==> config.mk <==
export PLATFORM = sky130hd
export DESIGN_NAME = dmem_arbiter
export DESIGN_NICKNAME = d
export VERILOG_FILES = /design/src/rtl/dmem_arbiter.sv
export SDC_FILE = /design/constraint.sdc
export NUM_CORES = 1
export LEC_CHECK = 0
export CAP_MARGIN = 20
export CORE_MARGIN = 4
export CORE_UTILIZATION = 41
export CTS_CLUSTER_DIAMETER = 80
export DETAILED_ROUTE_END_ITERATION = 7
export PLACE_DENSITY = 0.82
export REMOVE_ABC_BUFFERS = 1
export SYNTH_ARGS = -nofsm -noshare
export SYNTH_HDL_FRONTEND = slang
export SYNTH_SLANG_ARGS = --single-unit
==> constraint.sdc <==
create_clock -name clk -period 2.45 [get_ports clk]
set_clock_uncertainty 0.1 [all_clocks]
set_input_delay 0.3675 -clock clk [delete_from_list [all_inputs] [get_ports clk]]
set_output_delay 0.3675 -clock clk [all_outputs]
set_load 0.01 [all_outputs]
==> src/rtl/dmem_arbiter.sv <==
// Round-robin arbiter and sequencer for a shared single-port data memory.
// Requesters are served one access at a time. Each access is range-checked
// against DEPTH. Read data is returned with a per-requester rvalid pulse.
module dmem_arbiter #(
    parameter int NREQ  = 2,
    parameter int DW    = 16,
    parameter int AW    = 5,
    parameter int DEPTH = 16
) (
    input  logic                 clk,
    input  logic                 sys_rst_n,
    input  logic [NREQ-1:0]      req,
    input  logic [NREQ-1:0]      we,
    input  logic [NREQ*AW-1:0]   addr,
    input  logic [NREQ*DW-1:0]   wdata,
    output logic [NREQ-1:0]      gnt,
    output logic [NREQ-1:0]      err,
    output logic [NREQ-1:0]      rvalid,
    output logic [DW-1:0]        rdata,
    output logic                 mem_en,
    output logic                 mem_we,
    output logic [AW-1:0]        mem_addr,
    output logic [DW-1:0]        mem_wdata,
    input  logic [DW-1:0]        mem_rdata
);

    localparam int          SW      = $clog2(NREQ);
    localparam logic [AW:0] DEPTH_V = (AW+1)'(DEPTH);

    typedef enum logic [1:0] {
        IDLE   = 2'd0,
        ACCESS = 2'd1,
        RDATA  = 2'd2
    } state_t;

    state_t          state;
    logic [SW-1:0]   rr_ptr;
    logic [SW-1:0]   sel;
    logic            sel_we;
    logic            sel_oor;

    logic            win_found;
    logic [SW-1:0]   win;
    logic [SW-1:0]   cand;
    logic            win_we;
    logic            win_oor;
    logic [AW-1:0]   win_addr;
    logic [DW-1:0]   win_wdata;

    function automatic logic [NREQ-1:0] onehot(input logic [SW-1:0] idx);
        logic [NREQ-1:0] v;
        v      = '0;
        v[idx] = 1'b1;
        return v;
    endfunction

    // Round-robin search: first requester above the last winner, wrapping.
    always_comb begin
        win_found = 1'b0;
        win       = rr_ptr;
        cand      = '0;
        for (int s = 1; s <= NREQ; s++) begin
            cand = SW'((int'(rr_ptr) + s) % NREQ);
            if (!win_found && req[cand]) begin
                win_found = 1'b1;
                win       = cand;
            end
        end
    end

    assign win_we    = we[win];
    assign win_addr  = addr[win*AW +: AW];
    assign win_wdata = wdata[win*DW +: DW];
    // Only the AW address bits are checked; no folding into DEPTH.
    assign win_oor   = ({1'b0, win_addr} >= DEPTH_V);

    // Access sequencer. All outputs are registered pulses that default to 0.
    always_ff @(posedge clk or negedge sys_rst_n) begin
        if (!sys_rst_n) begin
            state     <= IDLE;
            rr_ptr    <= SW'(NREQ-1);
            sel       <= '0;
            sel_we    <= 1'b0;
            sel_oor   <= 1'b0;
            gnt       <= '0;
            err       <= '0;
            rvalid    <= '0;
            rdata     <= '0;
            mem_en    <= 1'b0;
            mem_we    <= 1'b0;
            mem_addr  <= '0;
            mem_wdata <= '0;
        end else begin
            gnt       <= '0;
            err       <= '0;
            rvalid    <= '0;
            rdata     <= '0;
            mem_en    <= 1'b0;
            mem_we    <= 1'b0;
            mem_addr  <= '0;
            mem_wdata <= '0;
            case (state)
                IDLE: begin
                    if (win_found) begin
                        sel     <= win;
                        rr_ptr  <= win;
                        sel_we  <= win_we;
                        sel_oor <= win_oor;
                        gnt     <= onehot(win);
                        if (win_oor) begin
                            err <= onehot(win);
                        end else begin
                            mem_en    <= 1'b1;
                            mem_we    <= win_we;
                            mem_addr  <= win_addr;
                            mem_wdata <= win_wdata;
                        end
                        state <= ACCESS;
                    end
                end
                ACCESS: begin
                    // Writes are done once the memory has seen the strobe.
                    state <= sel_we ? IDLE : RDATA;
                end
                RDATA: begin
                    rdata  <= sel_oor ? '0 : mem_rdata;
                    rvalid <= onehot(sel);
                    state  <= IDLE;
                end
                default: state <= IDLE;
            endcase
        end
    end

endmodule

==> results of run 1 <==
[layout make-up]
cell class | count | area share
well taps | 67 | 0.0257
clock buffers | 6 | 0.0222
flip-flops and latches | 51 | 0.391
multi-input cells | 105 | 0.201
repair buffers | 118 | 0.353
inverters | 3 | 0.00345
clock inverters | 2 | 0.00383
[registers in the layout, indices dropped and copies added (netlist names)]
| register | count |
|---|---|
| rvalid | 2 |
| mem_wdata | 16 |
| err | 2 |
| mem_en | 1 |
| mem_we | 1 |
| sel | 1 |
| sel_we | 1 |
| rr_ptr | 1 |
| rdata | 16 |
| mem_addr | 5 |
| gnt | 2 |
| sel_oor | 1 |
| state | 2 |
[kinds of logic after synthesis]
group           after synthesis  synth area share
buf+inv                      18            0.0386
compound gates               50             0.167
other cells                   1           0.00187
simple gates                 54             0.157
flops                        51             0.635
[placed cells by master (no fill, tap or decap), drive strengths merged]
master,instances
a211oi,22
dlygate4sd3,1
a32oi,1
a31oi,1
a21oi,1
and2,18
o21ai,21
nand3,21
nor2,6
o22a,1
clkdlybuf4s50,107
buf,10
nor4,1
o21ba,1
a21o,2
dfstp,1
dfrtp,50
or2,3
inv,3
clkinv,1
nor2b,1
nor3b,1
nand2,1
nand2b,2
conb,1
clkbuf,6
clkinvlp,1
[critical path: cells and delay by family (launching register included)]
kind / cells / cell delay (ps)
compound gates: 1 / 240
flops: 1 / 400
simple gates: 2 / 850
[power by group]
group / internal (uW) / switching [uW] / total, uW
Clock: 200 / 269 / 469
Combinational: 523 / 541 / 1060
Sequential: 1020 / 77.9 / 1100
[layer usage]
layer  up-vias  global-route usage  share of wire
met3         8              0.0539          0.071
met2        84               0.333           0.49
met5         -                   0              0
met1       853               0.245           0.43
met4         0              0.0455          0.010
li1        823                   -              -
[worst max path at each step]
stage / start / depth (start not counted) / slack [ps] / end
2_1_floorplan: rr_ptr / 3 / 420 / sel_oor
3_3_place_gp: req[0] / 5 / 600 / mem_wdata[5]
3_5_place_dp: req[1] / 5 / 540 / mem_we
4_1_cts: state[1] / 3 / 750 / err[0]
5_1_grt: state[1] / 3 / 670 / err[0]
6_report: state[1] / 3 / 760 / err[0]
[per-stage QoR]
step                hold WS (ps)  instance area, um2  instances  setup slack (ps)
floorplan                  -28.1                1940        159               423
global placement             318                3170        343               598
detailed placement           323                3170        343               538
CTS                          356                3270        352               748
global route                 385                3270        352               673
finish                       357                3270        352               760
==> reports/results.ini, run 1 <==
[worst_setup_path]
crit_arrival_ps = 1800
worstPathCellList = or2_1 > or2_4 > a211oi_2
criticalPathCategory = flop to flop
crit_fanout = 17
reg2reg_from = state[1]
reg2reg_to = err[0]
cp.required_ps = 2560
critPathLaunchType = flop
end_kind = flop
r2r_slack_ps = 760
max_stage_delay_ps = 470
worst_path_max_delay_cell = or2_1
r2r_cells = 3

[sta]
final.setup.tns_ps = 0
rsz0062_at_grt = no
hold_viol = 0
drv_slew = 0
setup_viol = 0
relSlewSlack = 0.522
fin_crit_sh = 0.690
tightest_slew_ps = 714
period_needed_ps = 1690
fmax_mhz = 592

[floorplanning]
row_count = 25
ios = 109
core_area_um2 = 4720
initial_utilization = 0.426
die_area_um2 = 6090
fp.dieW_um = 78.0
die_h_um = 78.0

[clock_network]
postCtsResizedCells = 0
cts_tree = done
cts_max_path_buffers = 2
cts.sinks = 51
h-tree-depth = 2
cts_hold_buf = 1
cts_buffers = 5
clk_pin_slew_ps = 90
insertion_delay_ps = 310
cts_setup_buffers = 0
clockRootBuffer = clkbuf_8

[final_layout]
num-nets-final = 348
multi_input_area_um2 = 656
syn2layout_area_growth_pct = 62.5
nFillCells = 337
num_antenna_cells = 0
utilization = 0.692
drive_above_1_share = 0.0842
seq_area_um2 = 1280

[worst_hold_path]
hp-class = flop to flop
holdPathEnd = state[1]
hp-start = sel_we
holdPathStages = 1

[placed_design]
portBuffers = 108
dpl.hpwl_um = 4350
gp_congestion = 0.793

[route]
wl_um = 5880
viasPerCell = 5.02
drtPass1Iterations = 4
detail-route-antenna-nets = 0
via_count = 1768
drc = 0
drtIter0Drc = 112
wl_per_cell_um = 16.7

[global_routing]
gr-usage-all-layers = 0.194
antenna_found_initial = 0
grt_max_degree = 30
grt_pass1_wl_um = 9260
grt-ovfl-total = 0
grt_pass1_vias = 1836

[logic_synthesis]
synth_common_cells = dfrtp_1, a211oi_1, nand3_1
synth_top_area_frac = 0.622
synth_seq_area_share = 0.635
yosys_warnings = 0
ys_ff_latch = 51
synth_area_per_cell_um2 = 11.6
ys.flop_type = dfrtp_1
yosysTopAreaCell = dfrtp_1
netlist_instances = 174
synth_edf_count = 0
synthMostInstantiatedCell = dfrtp_1
yosysUniqueCellTypes = 29
netlist_area_um2 = 2010
yosys-top-cells-area = dfrtp_1, a211oi_1, and2_1
synthArstFlopShare = 1.00

[power]
p_leak_uw = 0.00139
power.density_nw_per_um2 = 805
vdd_drop_max_mv = 0.449
power.total_uw = 2630

[status]
status = completed

[run]
max_cap_violations = 0

Note: power is estimated with default switching activity, not from simulation.
==> inputs of run 2 (changes only) <==
--- a/config.mk
+++ b/config.mk
@@ -7,10 +7,10 @@
 export LEC_CHECK = 0
 export CAP_MARGIN = 20
 export CORE_MARGIN = 4
-export CORE_UTILIZATION = 41
+export CORE_UTILIZATION = 35
 export CTS_CLUSTER_DIAMETER = 80
 export DETAILED_ROUTE_END_ITERATION = 7
-export PLACE_DENSITY = 0.82
+export PLACE_DENSITY = 0.74
 export REMOVE_ABC_BUFFERS = 1
 export SYNTH_ARGS = -nofsm -noshare
 export SYNTH_HDL_FRONTEND = slang
==> constraint.sdc (replaced) <==
create_clock -name clk -period 1.5 [get_ports clk]
set_clock_uncertainty 0.1 [all_clocks]
set_input_delay 0.225 -clock clk [delete_from_list [all_inputs] [get_ports clk]]
set_output_delay 0.225 -clock clk [all_outputs]
set_load 0.01 [all_outputs]
==> run 2 against run 1 <==
Critical path type unchanged. First-iteration DRC count shrank 32%. Global-route usage down 3.6 points. Total power is 85% higher. Core utilization shrank 5.4 points. Combinational power grew 85%. Fmax increased by 13%. Setup slack lost 750 ps. Flip-flop and latch count did not move. Clock-buffer cell count shrank 1. Non-clock buffer count up 6. Cell area up 8.1%.
==> reports/results.ini, run 2 (synthesized netlist as in run 1, its figures left out) <==
[final_layout]
multi_input_area_um2 = 714
nFillCells = 469
final_cells = 363
utilization = 0.638
seq_area_um2 = 1280
largest_registers = mem_wdata x16, rdata x16, mem_addr x5
syn2layout_area_growth_pct = 75.7
num-nets-final = 354
drive_above_1_share = 0.158
num_antenna_cells = 0
final_common_cell = clkdlybuf4s50_1
layout_common_cells = clkdlybuf4s50_1, dfrtp_1, dlygate4sd2_1

[placed_design]
placedCellCount = 351
portBuffers = 108
dpl.hpwl_um = 3950
gp_congestion = 0.798

[power]
swShare = 0.318
p_int_uw = 3310
clock_power_share = 0.229
p_leak_uw = 0.00187
vdd_drop_max_mv = 0.857
switchingPower_uw = 1540
power_frac_seq = 0.366
power.density_nw_per_um2 = 1370
combPwrFrac = 0.405

[worst_setup_path]
crit_fanout = 6
worst_path_max_delay_cell = dfstp_2
critPathLaunchType = flop
crit_start = rr_ptr
crit_buf_inv = 1
max_stage_delay_ps = 600
cp.required_ps = 1610
end_kind = flop
criticalPathCategory = flop to flop
crit_arrival_ps = 1600
worstPathCellList = and2_4 > clkbuf_16 > o21ai_2 > a211oi_1
reg2reg_from = rr_ptr
critPathTopFamily = flip-flops

[clock_network]
clockRootBuffer = clkbuf_8
insertion_delay_ps = 300
clk_pin_slew_ps = 90
cts_buffers = 5
cts_tree = done
h-tree-depth = 2
cts_setup_buffers = 0
cts.sinks = 51
cts_max_path_buffers = 2

[floorplanning]
die_area_um2 = 7020
row_count = 27
ios = 109
initial_utilization = 0.363
core_area_um2 = 5540
die_h_um = 83.8
fp.dieW_um = 83.8

[route]
via_count = 1791
drtIter0Drc = 76
wl_per_cell_um = 15.4
viasPerCell = 4.93
drtPass1Iterations = 5
detail-route-antenna-nets = 0
wl_um = 5610
drc = 0

[status]
status = completed

[sta]
hold_viol = 0
fin_crit_sh = 0.996
fmax_mhz = 670
period_needed_ps = 1490
setup_viol = 0
drv_slew = 0
rsz0062_at_grt = yes

[global_routing]
grt_pass1_vias = 1779
grt_max_degree = 52
grt-ovfl-total = 0
grt_pass1_wl_um = 8860
antenna_found_initial = 0
gr-usage-all-layers = 0.158

[worst_hold_path]
hp-class = flop to flop
hp-start = sel_we

[run]
max_cap_violations = 0

## run 2: cell types whose count changed in the layout (fill, tap and decap cells not counted), sizes merged
cell / before / now
dlymetal6s2s: 0 / 14
clkbuf: 6 / 7
bufinv: 0 / 2
clkinv: 1 / 0
clkdlybuf4s50: 107 / 64
dlygate4sd2: 0 / 29
buf: 10 / 14
## run 2: layer usage
layer,GRT usage,wire length (um),vias to the layer above
met5,0,0,-
met2,0.260,2780,99
li1,-,-,842
met4,0.0585,130,0
met3,0.0612,542,10
met1,0.188,2150,840
## run 2: worst paths after layout
path                                  to  slack, ps  cells past startpoint
max                        mem_wdata[14]          6                      4
min                             state[1]        330                      1
max reg2reg                mem_wdata[14]          6                      4
min reg2reg                     state[1]        330                      1
max in group asynchronous         rr_ptr        690                      3
min in group asynchronous  mem_wdata[12]        340                      3
## run 2: stage by stage
stage	setup TNS, ps	worst slack [ps]	cell area [um2]	hold WS [ps]	power, uW
after floorplan	-11480	-527	1940	-171	2610
after global placement	-2820	-130	3250	130	3590
after detailed placement	-4310	-217	3250	132	3640
after CTS	0	0.195	3370	332	4670
after global routing	-509	-54.2	3530	359	5150
final	0	6.49	3530	332	4850
## run 2: cell type report
class | count | area share
clock inverter | 3 | 0.0191
multi-input combinational | 105 | 0.202
tap | 72 | 0.0255
timing repair buffer | 124 | 0.369
sequential | 51 | 0.362
clock buffer | 5 | 0.0195
inverter | 3 | 0.00319
## run 2: timing repair
action / in CTS / in global routing
pin swaps: 2 / 22
resized for setup: 32 / 45
hold endpoints to repair: 50 / 0
endpoints found under the setup margin: 55 / 32
hold buffers: 1 / 0
cloned: 0 / 3
## run 2: power groups by stage
stage	Sequential, uW	Combinational, uW	Clock [uW]
floorplan	1900	710	0
global placement	1800	1800	0
detailed placement	1810	1830	0
CTS	1780	1750	1140
global route	1820	2130	1200
finish	1780	1960	1110
## run 2: worst reg2reg max path, cell delays in order (launching register included)
cell and delay (ps):
dfstp_2 600, and2_4 240, clkbuf_16 170, o21ai_2 60, a211oi_1 230
